[src/rtl/conv_pkg.sv]
// Shared definitions for the conv array feed controller: FSM states,
// bus count and default geometry/width constants.
package conv_pkg;

    localparam int unsigned K             = 3;
    localparam int unsigned DATA_W_DEF    = 8;
    localparam int unsigned MAX_W_DEF     = 64;
    localparam int unsigned MAX_H_DEF     = 64;
    localparam int unsigned DRAIN_CYC_DEF = 5;
    localparam int unsigned COL_W_DEF     = $clog2(MAX_W_DEF);
    localparam int unsigned ROW_W_DEF     = $clog2(MAX_H_DEF);

    typedef enum logic [2:0] {
        S_IDLE,
        S_STREAM,
        S_DRAIN,
        S_WAIT_RDY,
        S_DONE
    } conv_state_e;

    // Width of a counter that must hold values 0..n-1 (at least one bit).
    function automatic int unsigned cnt_w(input int unsigned n);
        return (n < 2) ? 1 : $clog2(n);
    endfunction

endpackage

[src/rtl/conv_feed_ctrl_if.sv]
// Bank-read and input-bus signals between the feed controller (master)
// and the row-banked memories plus the three array input buses (slave).
interface conv_feed_ctrl_if #(
    parameter int unsigned DATA_W = conv_pkg::DATA_W_DEF,
    parameter int unsigned COL_W  = conv_pkg::COL_W_DEF,
    parameter int unsigned ROW_W  = conv_pkg::ROW_W_DEF
) ();

    logic              rd_en;
    logic [COL_W-1:0]  rd_col;
    logic [ROW_W-1:0]  rd_row0;
    logic [ROW_W-1:0]  rd_row1;
    logic [ROW_W-1:0]  rd_row2;
    logic [DATA_W-1:0] rd_data0;
    logic [DATA_W-1:0] rd_data1;
    logic [DATA_W-1:0] rd_data2;
    logic              bus_en0;
    logic              bus_en1;
    logic              bus_en2;
    logic [DATA_W-1:0] bus_data0;
    logic [DATA_W-1:0] bus_data1;
    logic [DATA_W-1:0] bus_data2;

    modport master (
        output rd_en, rd_col, rd_row0, rd_row1, rd_row2,
        input  rd_data0, rd_data1, rd_data2,
        output bus_en0, bus_en1, bus_en2,
        output bus_data0, bus_data1, bus_data2
    );

    modport slave (
        input  rd_en, rd_col, rd_row0, rd_row1, rd_row2,
        output rd_data0, rd_data1, rd_data2,
        input  bus_en0, bus_en1, bus_en2,
        input  bus_data0, bus_data1, bus_data2
    );

endinterface

[src/rtl/conv_scan_cnt.sv]
// Column, output-row and drain counters for the feed scan, with terminal
// flags against the latched frame geometry. Counters saturate, never wrap.
module conv_scan_cnt #(
    parameter int unsigned COL_W     = conv_pkg::COL_W_DEF,
    parameter int unsigned ROW_W     = conv_pkg::ROW_W_DEF,
    parameter int unsigned DRAIN_CYC = conv_pkg::DRAIN_CYC_DEF,
    parameter int unsigned DRN_W     = conv_pkg::cnt_w(DRAIN_CYC)
) (
    input  logic             clk,
    input  logic             rst,
    input  logic [COL_W:0]   cfg_w,
    input  logic [ROW_W:0]   cfg_h,
    input  logic             col_clr,
    input  logic             col_inc,
    input  logic             row_clr,
    input  logic             row_inc,
    input  logic             drn_clr,
    input  logic             drn_inc,
    output logic [COL_W-1:0] col,
    output logic [ROW_W-1:0] row,
    output logic             col_last,
    output logic             row_last,
    output logic             drn_last
);

    localparam logic [COL_W:0]   COL_ONE  = 1;
    localparam logic [ROW_W:0]   ROW_THREE = 3;
    localparam logic [DRN_W-1:0] DRN_TERM = DRN_W'(DRAIN_CYC - 1);

    logic [COL_W-1:0] col_q, col_d;
    logic [ROW_W-1:0] row_q, row_d;
    logic [DRN_W-1:0] drn_q, drn_d;

    always_comb begin
        col_last = ({1'b0, col_q} == (cfg_w - COL_ONE));
        row_last = ({1'b0, row_q} == (cfg_h - ROW_THREE));
        drn_last = (drn_q == DRN_TERM);

        col_d = col_q;
        if (col_clr)
            col_d = '0;
        else if (col_inc && !col_last)
            col_d = col_q + 1'b1;

        row_d = row_q;
        if (row_clr)
            row_d = '0;
        else if (row_inc && !row_last)
            row_d = row_q + 1'b1;

        drn_d = drn_q;
        if (drn_clr)
            drn_d = '0;
        else if (drn_inc && !drn_last)
            drn_d = drn_q + 1'b1;
    end

    always_ff @(posedge clk) begin
        if (rst) begin
            col_q <= '0;
            row_q <= '0;
            drn_q <= '0;
        end else begin
            col_q <= col_d;
            row_q <= row_d;
            drn_q <= drn_d;
        end
    end

    assign col = col_q;
    assign row = row_q;

endmodule

[src/rtl/conv_feed_ctrl.sv]
// Feed sequencer for the three row input buses of the 3x3 conv array:
// scans one output row at a time, drains the array, waits for downstream.
module conv_feed_ctrl
    import conv_pkg::*;
#(
    parameter int unsigned DATA_W    = DATA_W_DEF,
    parameter int unsigned MAX_W     = MAX_W_DEF,
    parameter int unsigned MAX_H     = MAX_H_DEF,
    parameter int unsigned DRAIN_CYC = DRAIN_CYC_DEF,
    parameter int unsigned COL_W     = $clog2(MAX_W),
    parameter int unsigned ROW_W     = $clog2(MAX_H)
) (
    input  logic             clk,
    input  logic             rst,
    input  logic             start,
    input  logic             abort,
    input  logic [COL_W:0]   cfg_w,
    input  logic [ROW_W:0]   cfg_h,
    input  logic             row_ready,
    conv_feed_ctrl_if.master fb,
    output logic             busy,
    output logic             done,
    output logic             err,
    output logic             aborted,
    output logic             row_done,
    output logic [ROW_W-1:0] row_idx
);

    localparam logic [COL_W:0] W_MIN = 3;
    localparam logic [COL_W:0] W_MAX = (COL_W + 1)'(MAX_W);
    localparam logic [ROW_W:0] H_MIN = 3;
    localparam logic [ROW_W:0] H_MAX = (ROW_W + 1)'(MAX_H);

    conv_state_e state_q, state_d;
    logic [COL_W:0] cfg_w_q, cfg_w_d;
    logic [ROW_W:0] cfg_h_q, cfg_h_d;
    logic           bus_en_q, bus_en_d;
    logic           err_q, err_d;
    logic           aborted_q, aborted_d;

    logic             rd_en;
    logic             cfg_ok;
    logic             col_clr, col_inc, row_clr, row_inc, drn_clr, drn_inc;
    logic             col_last, row_last, drn_last;
    logic [COL_W-1:0] col;
    logic [ROW_W-1:0] row;

    conv_scan_cnt #(
        .COL_W     (COL_W),
        .ROW_W     (ROW_W),
        .DRAIN_CYC (DRAIN_CYC)
    ) u_cnt (
        .clk      (clk),
        .rst      (rst),
        .cfg_w    (cfg_w_q),
        .cfg_h    (cfg_h_q),
        .col_clr  (col_clr),
        .col_inc  (col_inc),
        .row_clr  (row_clr),
        .row_inc  (row_inc),
        .drn_clr  (drn_clr),
        .drn_inc  (drn_inc),
        .col      (col),
        .row      (row),
        .col_last (col_last),
        .row_last (row_last),
        .drn_last (drn_last)
    );

    assign cfg_ok = (cfg_w >= W_MIN) && (cfg_w <= W_MAX) &&
                    (cfg_h >= H_MIN) && (cfg_h <= H_MAX);

    always_comb begin
        state_d   = state_q;
        cfg_w_d   = cfg_w_q;
        cfg_h_d   = cfg_h_q;
        err_d     = 1'b0;
        aborted_d = 1'b0;
        rd_en     = 1'b0;
        row_done  = 1'b0;
        done      = 1'b0;
        col_clr   = 1'b0;
        col_inc   = 1'b0;
        row_clr   = 1'b0;
        row_inc   = 1'b0;
        drn_clr   = 1'b0;
        drn_inc   = 1'b0;

        case (state_q)
            S_IDLE: begin
                if (start) begin
                    cfg_w_d = cfg_w;
                    cfg_h_d = cfg_h;
                    if (cfg_ok) begin
                        col_clr = 1'b1;
                        row_clr = 1'b1;
                        state_d = S_STREAM;
                    end else begin
                        err_d = 1'b1;
                    end
                end
            end
            S_STREAM: begin
                rd_en   = 1'b1;
                col_inc = 1'b1;
                if (col_last) begin
                    drn_clr = 1'b1;
                    state_d = S_DRAIN;
                end
            end
            S_DRAIN: begin
                drn_inc = 1'b1;
                if (drn_last) begin
                    row_done = 1'b1;
                    if (row_last) begin
                        state_d = S_DONE;
                    end else begin
                        row_inc = 1'b1;
                        col_clr = 1'b1;
                        state_d = row_ready ? S_STREAM : S_WAIT_RDY;
                    end
                end
            end
            S_WAIT_RDY: begin
                if (row_ready)
                    state_d = S_STREAM;
            end
            S_DONE: begin
                done    = 1'b1;
                state_d = S_IDLE;
            end
            default: state_d = S_IDLE;
        endcase

        // Abort overrides everything decided above, including this cycle's strobes.
        if (abort && (state_q != S_IDLE)) begin
            state_d   = S_IDLE;
            aborted_d = 1'b1;
            rd_en     = 1'b0;
            row_done  = 1'b0;
            done      = 1'b0;
            col_clr   = 1'b0;
            col_inc   = 1'b0;
            row_inc   = 1'b0;
            drn_clr   = 1'b0;
            drn_inc   = 1'b0;
        end

        bus_en_d = rd_en;
    end

    always_ff @(posedge clk) begin
        if (rst) begin
            state_q   <= S_IDLE;
            cfg_w_q   <= '0;
            cfg_h_q   <= '0;
            bus_en_q  <= 1'b0;
            err_q     <= 1'b0;
            aborted_q <= 1'b0;
        end else begin
            state_q   <= state_d;
            cfg_w_q   <= cfg_w_d;
            cfg_h_q   <= cfg_h_d;
            bus_en_q  <= bus_en_d;
            err_q     <= err_d;
            aborted_q <= aborted_d;
        end
    end

    assign busy    = (state_q != S_IDLE);
    assign err     = err_q;
    assign aborted = aborted_q;
    assign row_idx = row;

    // Addresses read as zero while idle so the reset view is all-zero.
    assign fb.rd_en   = rd_en;
    assign fb.rd_col  = busy ? col : '0;
    assign fb.rd_row0 = busy ? row : '0;
    assign fb.rd_row1 = busy ? row + ROW_W'(1) : '0;
    assign fb.rd_row2 = busy ? row + ROW_W'(2) : '0;

    assign fb.bus_en0   = bus_en_q;
    assign fb.bus_en1   = bus_en_q;
    assign fb.bus_en2   = bus_en_q;
    assign fb.bus_data0 = fb.rd_data0;
    assign fb.bus_data1 = fb.rd_data1;
    assign fb.bus_data2 = fb.rd_data2;

endmodule

[src/flat_wrapper.sv]
// flat-port wrapper written by rule: the top's interface ports become plain ports
module conv_feed_ctrl_flat import conv_pkg::*;
#(
    parameter int unsigned DATA_W    = DATA_W_DEF,
    parameter int unsigned MAX_W     = MAX_W_DEF,
    parameter int unsigned MAX_H     = MAX_H_DEF,
    parameter int unsigned DRAIN_CYC = DRAIN_CYC_DEF,
    parameter int unsigned COL_W     = $clog2(MAX_W),
    parameter int unsigned ROW_W     = $clog2(MAX_H)
)
  (clk, rst, start, abort, cfg_w, cfg_h, row_ready, busy, done, err, aborted, row_done, row_idx, fb_rd_en, fb_rd_col, fb_rd_row0, fb_rd_row1, fb_rd_row2, fb_rd_data0, fb_rd_data1, fb_rd_data2, fb_bus_en0, fb_bus_en1, fb_bus_en2, fb_bus_data0, fb_bus_data1, fb_bus_data2);
  conv_feed_ctrl_if #(.DATA_W(DATA_W), .COL_W(COL_W), .ROW_W(ROW_W)) fb_i ();
  input  logic clk;
  input  logic rst;
  input  logic start;
  input  logic abort;
  input  logic [COL_W:0] cfg_w;
  input  logic [ROW_W:0] cfg_h;
  input  logic row_ready;
  output logic busy;
  output logic done;
  output logic err;
  output logic aborted;
  output logic row_done;
  output logic [ROW_W-1:0] row_idx;
  output wire logic [$bits(fb_i.rd_en)-1:0] fb_rd_en;
  output wire logic [$bits(fb_i.rd_col)-1:0] fb_rd_col;
  output wire logic [$bits(fb_i.rd_row0)-1:0] fb_rd_row0;
  output wire logic [$bits(fb_i.rd_row1)-1:0] fb_rd_row1;
  output wire logic [$bits(fb_i.rd_row2)-1:0] fb_rd_row2;
  input wire logic [$bits(fb_i.rd_data0)-1:0] fb_rd_data0;
  input wire logic [$bits(fb_i.rd_data1)-1:0] fb_rd_data1;
  input wire logic [$bits(fb_i.rd_data2)-1:0] fb_rd_data2;
  output wire logic [$bits(fb_i.bus_en0)-1:0] fb_bus_en0;
  output wire logic [$bits(fb_i.bus_en1)-1:0] fb_bus_en1;
  output wire logic [$bits(fb_i.bus_en2)-1:0] fb_bus_en2;
  output wire logic [$bits(fb_i.bus_data0)-1:0] fb_bus_data0;
  output wire logic [$bits(fb_i.bus_data1)-1:0] fb_bus_data1;
  output wire logic [$bits(fb_i.bus_data2)-1:0] fb_bus_data2;
  assign fb_rd_en = fb_i.rd_en;
  assign fb_rd_col = fb_i.rd_col;
  assign fb_rd_row0 = fb_i.rd_row0;
  assign fb_rd_row1 = fb_i.rd_row1;
  assign fb_rd_row2 = fb_i.rd_row2;
  assign fb_i.rd_data0 = fb_rd_data0;
  assign fb_i.rd_data1 = fb_rd_data1;
  assign fb_i.rd_data2 = fb_rd_data2;
  assign fb_bus_en0 = fb_i.bus_en0;
  assign fb_bus_en1 = fb_i.bus_en1;
  assign fb_bus_en2 = fb_i.bus_en2;
  assign fb_bus_data0 = fb_i.bus_data0;
  assign fb_bus_data1 = fb_i.bus_data1;
  assign fb_bus_data2 = fb_i.bus_data2;
  conv_feed_ctrl #(.DATA_W(DATA_W), .MAX_W(MAX_W), .MAX_H(MAX_H), .DRAIN_CYC(DRAIN_CYC), .COL_W(COL_W), .ROW_W(ROW_W)) u_core (.clk(clk), .rst(rst), .start(start), .abort(abort), .cfg_w(cfg_w), .cfg_h(cfg_h), .row_ready(row_ready), .fb(fb_i), .busy(busy), .done(done), .err(err), .aborted(aborted), .row_done(row_done), .row_idx(row_idx));
endmodule
[config.mk]
export PLATFORM = sky130hd
export DESIGN_NAME = conv_feed_ctrl_flat
export DESIGN_NICKNAME = d
export VERILOG_FILES = /design/src/rtl/conv_pkg.sv /design/src/rtl/conv_feed_ctrl_if.sv /design/src/rtl/conv_scan_cnt.sv /design/src/rtl/conv_feed_ctrl.sv /design/src/flat_wrapper.sv
export SDC_FILE = /design/constraint.sdc
export NUM_CORES = 1
export LEC_CHECK = 0
export CORE_MARGIN = 8
export CORE_UTILIZATION = 47
export CTS_BUF_LIST = sky130_fd_sc_hd__clkbuf_4
export CTS_CLUSTER_DIAMETER = 60
export DETAILED_ROUTE_END_ITERATION = 10
export GPL_TIMING_DRIVEN = 0
export PLACE_DENSITY = 0.94
export SETUP_SLACK_MARGIN = 0.2
export SLEW_MARGIN = 5
export SYNTH_ARGS = -nofsm -noshare
export SYNTH_HDL_FRONTEND = slang
export SYNTH_SLANG_ARGS = --single-unit
[constraint.sdc]
create_clock -name clk -period 6.5 [get_ports clk]
set_clock_uncertainty 0.1 [all_clocks]
set_input_delay 1.3 -clock clk [delete_from_list [all_inputs] [get_ports clk]]
set_output_delay 1.3 -clock clk [all_outputs]
set_load 0.02 [all_outputs]
==> qor.txt, run 1 <==
post-detailed-route wirelength per cell = 14.4 microns
Setup Fix Bufs, Post-CTS = 0
Hold Slack = 0.386 ns
cts hold-fix bufs = 0
Synth Flop Type = dfxtp_1
# rows = 26
synth cell count leaders = nand2_1 (41), dfxtp_1 (35), buf_4 (30), nor2_1 (30), xnor2_1 (21)
final-report hold violation count = 0
overall routed net length = 6.64 mm
unrepaired setup endpoints after global routing = no
leak pwr = 1.27 nW
Max Cap Viol = 0
Ant. Diodes = 0
die area = 7680 sq um
Worst Path Max Fanout = 10
setup tns final = 0 ns
WL met3 = 510 microns
Synth Register Bits = 35
post_cts resized = 0
routed vias/inst = 5.23
initial antenna violation count = 0
Post-Syn Area = 2410 sq um
DR WL met2 = 3.43 mm
vias in the first global route = 2,404
share of flip-flops with an asynchronous set or reset = 0
CTS root buffer = clkbuf_4
Clock Sinks = 35
Post-synth EDFFs = 0
FILL cells = 432
layout cells sized above 1 = 0.128
Reg area = 701 sq um
finished layout cell area = 3350 sq um
VDD IR max = 0.0000990 V
Final period util = 0.725
Placed Area = 3310 sq um
TritonCTS clock tree = built
Syn Nets = 354
Initial Util = 0.478
cells after synthesis = 304
Synth area leader = dfxtp_1
Synth cell types = 45
Worst-Margin Slew = 1.07 ns
top sig layer = met4
synthesis warning total = 0
DR vias = 2,409
initial DRC count = 131
Die Y = 87.6 microns
I/O pin cnt = 106
Remaining DRCs = 0
largest net degree at the start of global routing = 11
relative slew slack = 0.269
drt first pass iters = 4
count leader, synth = nand2_1
Final Max Slew Viols = 0
Hold Crit Class = flip-flop to flip-flop
DPL Wire Length = 5.41 mm
Syn Area/Cell = 7.93 sq um
Total GRT Usage = 0.169
first-pass GRT wire length = 10.5 mm
multi-input combinational cell area = 1400 sq um
synthesis-to-layout area growth = 39.1%
port buffer count = 81
Crit path arrival time = 3.31 ns
Setup CP Type = input port to output port
total power draw = 0.000489 W
Power Dens Cells = 146 nW/um^2
nets@finish = 442
worst skew pair latency = 0.34 ns
critical path required time = 5.10 ns
Reg clk slew, reported paths = 0.09 ns
total grt overflow = 0
CP Capture Type = output port
TritonCTS buffer count = 5
status = completed
DIE WIDTH = 87.6 microns
CTS H-tree lvls = 2
Synth top area share = 0.291
Synth area leaders = dfxtp_1 (29%), buf_4 (9.3%), xnor2_1 (7.6%), nand2_1 (6.4%), nor2_1 (4.7%)
core area = 5040 sq um
CP Launch Type = input port
Final Setup Violations = 0
fin crit period = 4.71 ns
ANT nets after route = 0
Metal-1 WL = 2.61 mm
fmax = 212 MHz
Seq/Total Area, Yosys = 0.291
clk buf depth = 2
gpl congestion = 0.828
[sequential cells by signal (all words and copies together), names as in the netlist]
signal and cells:
u_core.fb.bus_en0 1, u_core.u_cnt.row 6, u_core.aborted 1, u_core.u_cnt.drn_q 3, u_core.state_q 3, u_core.err 1
u_core.cfg_w_q 7, u_core.u_cnt.col 6, u_core.cfg_h_q 7
[cells in the final DEF, fill, tap and decap left out, types with 8 or more instances in the layout]
cell	Yosys	routed
xor2_1	10	10
nand2_1	41	41
nor2_1	30	30
xnor2_1	21	21
clkbuf_1	8	8
dfxtp_1	35	35
inv_1	9	9
nand3_1	10	10
clkdlybuf4s50_1	0	81
nor2b_1	15	15
buf_4	30	30
a21oi_1	19	19
[per-layer routing]
metal	GRT usage	vias up
met5	0	-
met4	0.0547	0
met3	0.0460	11
met2	0.326	82
met1	0.168	1131
li1	-	1185
[final cells by class]
class                      instances  area share
inverter                          11      0.0123
buffer                            41      0.0802
multi-input combinational        217       0.417
clock buffer                       6      0.0134
tap                               70      0.0261
timing repair buffer              81       0.242
sequential                        35       0.209
[power by group]
| part | internal, W | switching, W |
|---|---|---|
| Clock | 0.0000427 | 0.0000698 |
| Combinational | 0.0000690 | 0.0000747 |
| Sequential | 0.000223 | 0.00000952 |
| Total | 0.000335 | 0.000154 |
[final timing paths]
kind,cells after the start,startpoint,slack (ns),endpoint
worst min register to register,2,u_core.cfg_w_q[6],0.39,u_core.cfg_w_q[6]
worst min-delay path,2,u_core.cfg_w_q[6],0.39,u_core.cfg_w_q[6]
worst max-delay path,5,abort,1.79,fb_rd_en
worst max register to register,9,u_core.cfg_w_q[0],3.57,u_core.u_cnt.drn_q[0]
[metrics by stage]
step	cells	utilization	worst slack (ns)
2_1_floorplan	304	-	3.03
3_3_place_gp	455	0.656	1.84
3_5_place_dp	455	0.656	1.79
4_1_cts	461	0.665	1.78
5_1_grt	461	0.665	1.69
6_report	461	0.665	1.79
[critical path, stage by stage]
cell and delay (ns):
clkdlybuf4s50_1 0.50, or3_1 0.48, clkbuf_1 0.25, inv_1 0.16, clkdlybuf4s50_1 0.63
[cell families (layout without fill, tap and decap cells)]
kind of cell | Yosys count | after routing | share of synthesized area
flops | 35 | 35 | 0.291
fa+ha+maj | 7 | 7 | 0.0363
xor+xnor | 31 | 31 | 0.113
buf+inv | 52 | 139 | 0.129
mux | 2 | 2 | 0.00830
compound gates | 50 | 50 | 0.163
simple gates | 127 | 127 | 0.261
Power figures use the tool's default switching activity.
==> run 2: changes to the inputs <==
--- a/config.mk
+++ b/config.mk
@@ -6,12 +6,12 @@
 export NUM_CORES = 1
 export LEC_CHECK = 0
 export CORE_MARGIN = 8
-export CORE_UTILIZATION = 47
+export CORE_UTILIZATION = 44
 export CTS_BUF_LIST = sky130_fd_sc_hd__clkbuf_4
 export CTS_CLUSTER_DIAMETER = 60
 export DETAILED_ROUTE_END_ITERATION = 10
 export GPL_TIMING_DRIVEN = 0
-export PLACE_DENSITY = 0.94
+export PLACE_DENSITY = 0.89
 export SETUP_SLACK_MARGIN = 0.2
 export SLEW_MARGIN = 5
 export SYNTH_ARGS = -nofsm -noshare
==> constraint.sdc (replaced) <==
create_clock -name clk -period 4.5 [get_ports clk]
set_clock_uncertainty 0.1 [all_clocks]
set_input_delay 0.9 -clock clk [delete_from_list [all_inputs] [get_ports clk]]
set_output_delay 0.9 -clock clk [all_outputs]
set_load 0.02 [all_outputs]
==> qor.txt, run 2 (synthesized netlist as in run 1, its figures left out) <==
DIE WIDTH = 90.0 microns
final-report hold violation count = 0
layout cells sized above 1 = 0.127
relative slew slack = 0.275
total power draw = 0.000716 W
cell-by-cell trace of the critical path = clkbuf_1 > nor3_1 > clkbuf_1 > nor2b_1 > buf_4 > clkdlybuf4s50_1
unrepaired setup endpoints after global routing = no
Initial Util = 0.446
Placed Area = 3310 sq um
fin crit period = 3.98 ns
Die Y = 90.0 microns
critical path buffer and inverter count = 4
FILL cells = 493
Final WS setup = 0.521 ns
Ant. Diodes = 0
CP Capture Type = output port
max incr delay on CP = 0.90 ns
CTS root buffer = clkbuf_4
r2r startpoint = u_core.cfg_w_q[0]
Max Cap Viol = 0
Worst-Margin Slew = 1.06 ns
TritonCTS clock tree = built
port buffer count = 81
Layout Cells excl Fill = 465
leading cell type in the layout, fill and taps excluded = clkdlybuf4s50_1
Worst Path Max Fanout = 10
CP Launch Type = flip-flop
initial antenna violation count = 0
core area = 5410 sq um
dpl ws = 0.645 ns
Hold Crit Class = flip-flop to flip-flop
gpl congestion = 0.862
status = completed
DPL Wire Length = 5.27 mm
die area = 8100 sq um
WHS Path Cells = 2
initial DRC count = 149
VDD IR max = 0.000119 V
clk buf depth = 2
post-detailed-route wirelength per cell = 14.0 microns
Final period util = 0.884
Setup CP Type = flip-flop to output port
Worst Hold Path EP = u_core.cfg_h_q[6]
Worst Reg-to-Reg Cells = 9
Final Max Slew Viols = 0
top flop regs = u_core.cfg_h_q x7, u_core.cfg_w_q x7
post_cts resized = 0
I/O pin cnt = 106
placed cell count = 457
most numerous cell on the critical path = clkbuf_1
DR vias = 2,340
fmax = 251 MHz
routed vias/inst = 5.03
finished layout cell area = 3360 sq um
first-pass GRT wire length = 11.1 mm
Final Setup Violations = 0
vias in the first global route = 2,390
drt first pass iters = 6
cts hold-fix bufs = 0
Total GRT Usage = 0.161
synthesis-to-layout area growth = 39.5%
Setup Fix Bufs, Post-CTS = 0
Clock Sinks = 35
hold wc startpoint = u_core.cfg_h_q[6]
worst reg2reg endpoint = u_core.u_cnt.col[1]
leak pwr = 1.27 nW
reg2reg setup slack = 1.74 ns
overall routed net length = 6.49 mm
setup tns final = 0 ns
Crit path arrival time = 2.98 ns
critical path required time = 3.50 ns
Reg clk slew, reported paths = 0.11 ns
TritonCTS buffer count = 5
total grt overflow = 0
most frequent cells in the layout = clkdlybuf4s50_1 (81), nand2_1 (41), dfxtp_1 (35)
# rows = 27
ANT nets after route = 0
worst skew pair latency = 0.35 ns
Power Dens Cells = 213 nW/um^2
delay-heaviest family, CP = buffers and inverters
Remaining DRCs = 0
nets@finish = 442
CP max-delay cell = nor3_1
CTS H-tree lvls = 2
largest net degree at the start of global routing = 11
-- run 2: cell type report --
| cell class | instances | area (sq um) | share of cell area |
|---|---|---|---|
| buffer | 41 | 269 | 0.0800 |
| tap | 72 | 90.1 | 0.0268 |
| multi-input combinational | 217 | 1400 | 0.416 |
| inverter | 11 | 41.3 | 0.0123 |
| clock inverter | 2 | 7.51 | 0.00223 |
| timing repair buffer | 81 | 811 | 0.241 |
| clock buffer | 6 | 45.0 | 0.0134 |
| sequential | 35 | 701 | 0.208 |
-- run 2: routing by layer --
layer	routed length [microns]	GRT usage	part of all wire
met2	3290	0.288	0.51
met1	2590	0.164	0.40
met4	120	0.0610	0.018
met5	0	0	0
met3	485	0.0657	0.075
-- run 2: how the worst max path moves through the flow --
stage                         end  slack, ns         startpoint  cells after the start
global route        fb_rd_row2[0]       0.34  u_core.state_q[0]                      6
detailed placement       fb_rd_en       0.64              abort                      5
finish              fb_rd_row2[0]       0.52  u_core.state_q[0]                      6
global placement         fb_rd_en       0.64              abort                      5
CTS                 fb_rd_row2[0]       0.50  u_core.state_q[0]                      6
floorplan                fb_rd_en       1.83              abort                      3
-- run 2: metrics by stage --
step / hold slack [ns] / util
2_1_floorplan: 0.349 / -
6_report: 0.378 / 0.622
3_3_place_gp: 0.359 / 0.613
3_5_place_dp: 0.366 / 0.613
5_1_grt: 0.411 / 0.622
4_1_cts: 0.380 / 0.622
-- run 2: where the power goes --
part,switching [W],internal (W),leakage [nW]
logic,0.000107,0.0000997,0.957
clock network,0.000109,0.0000639,0.0307
registers,0.0000139,0.000322,0.285
-- run 2: worst reg2reg max path, delay by kind of cell (launching register included) --
kind / cells / cell delay [ns]
simple gates: 1 / 0.68
buf+inv: 2 / 0.50
compound gates: 3 / 0.41
flops: 1 / 0.41
xor+xnor: 2 / 0.34
fa+ha+maj: 1 / 0.27
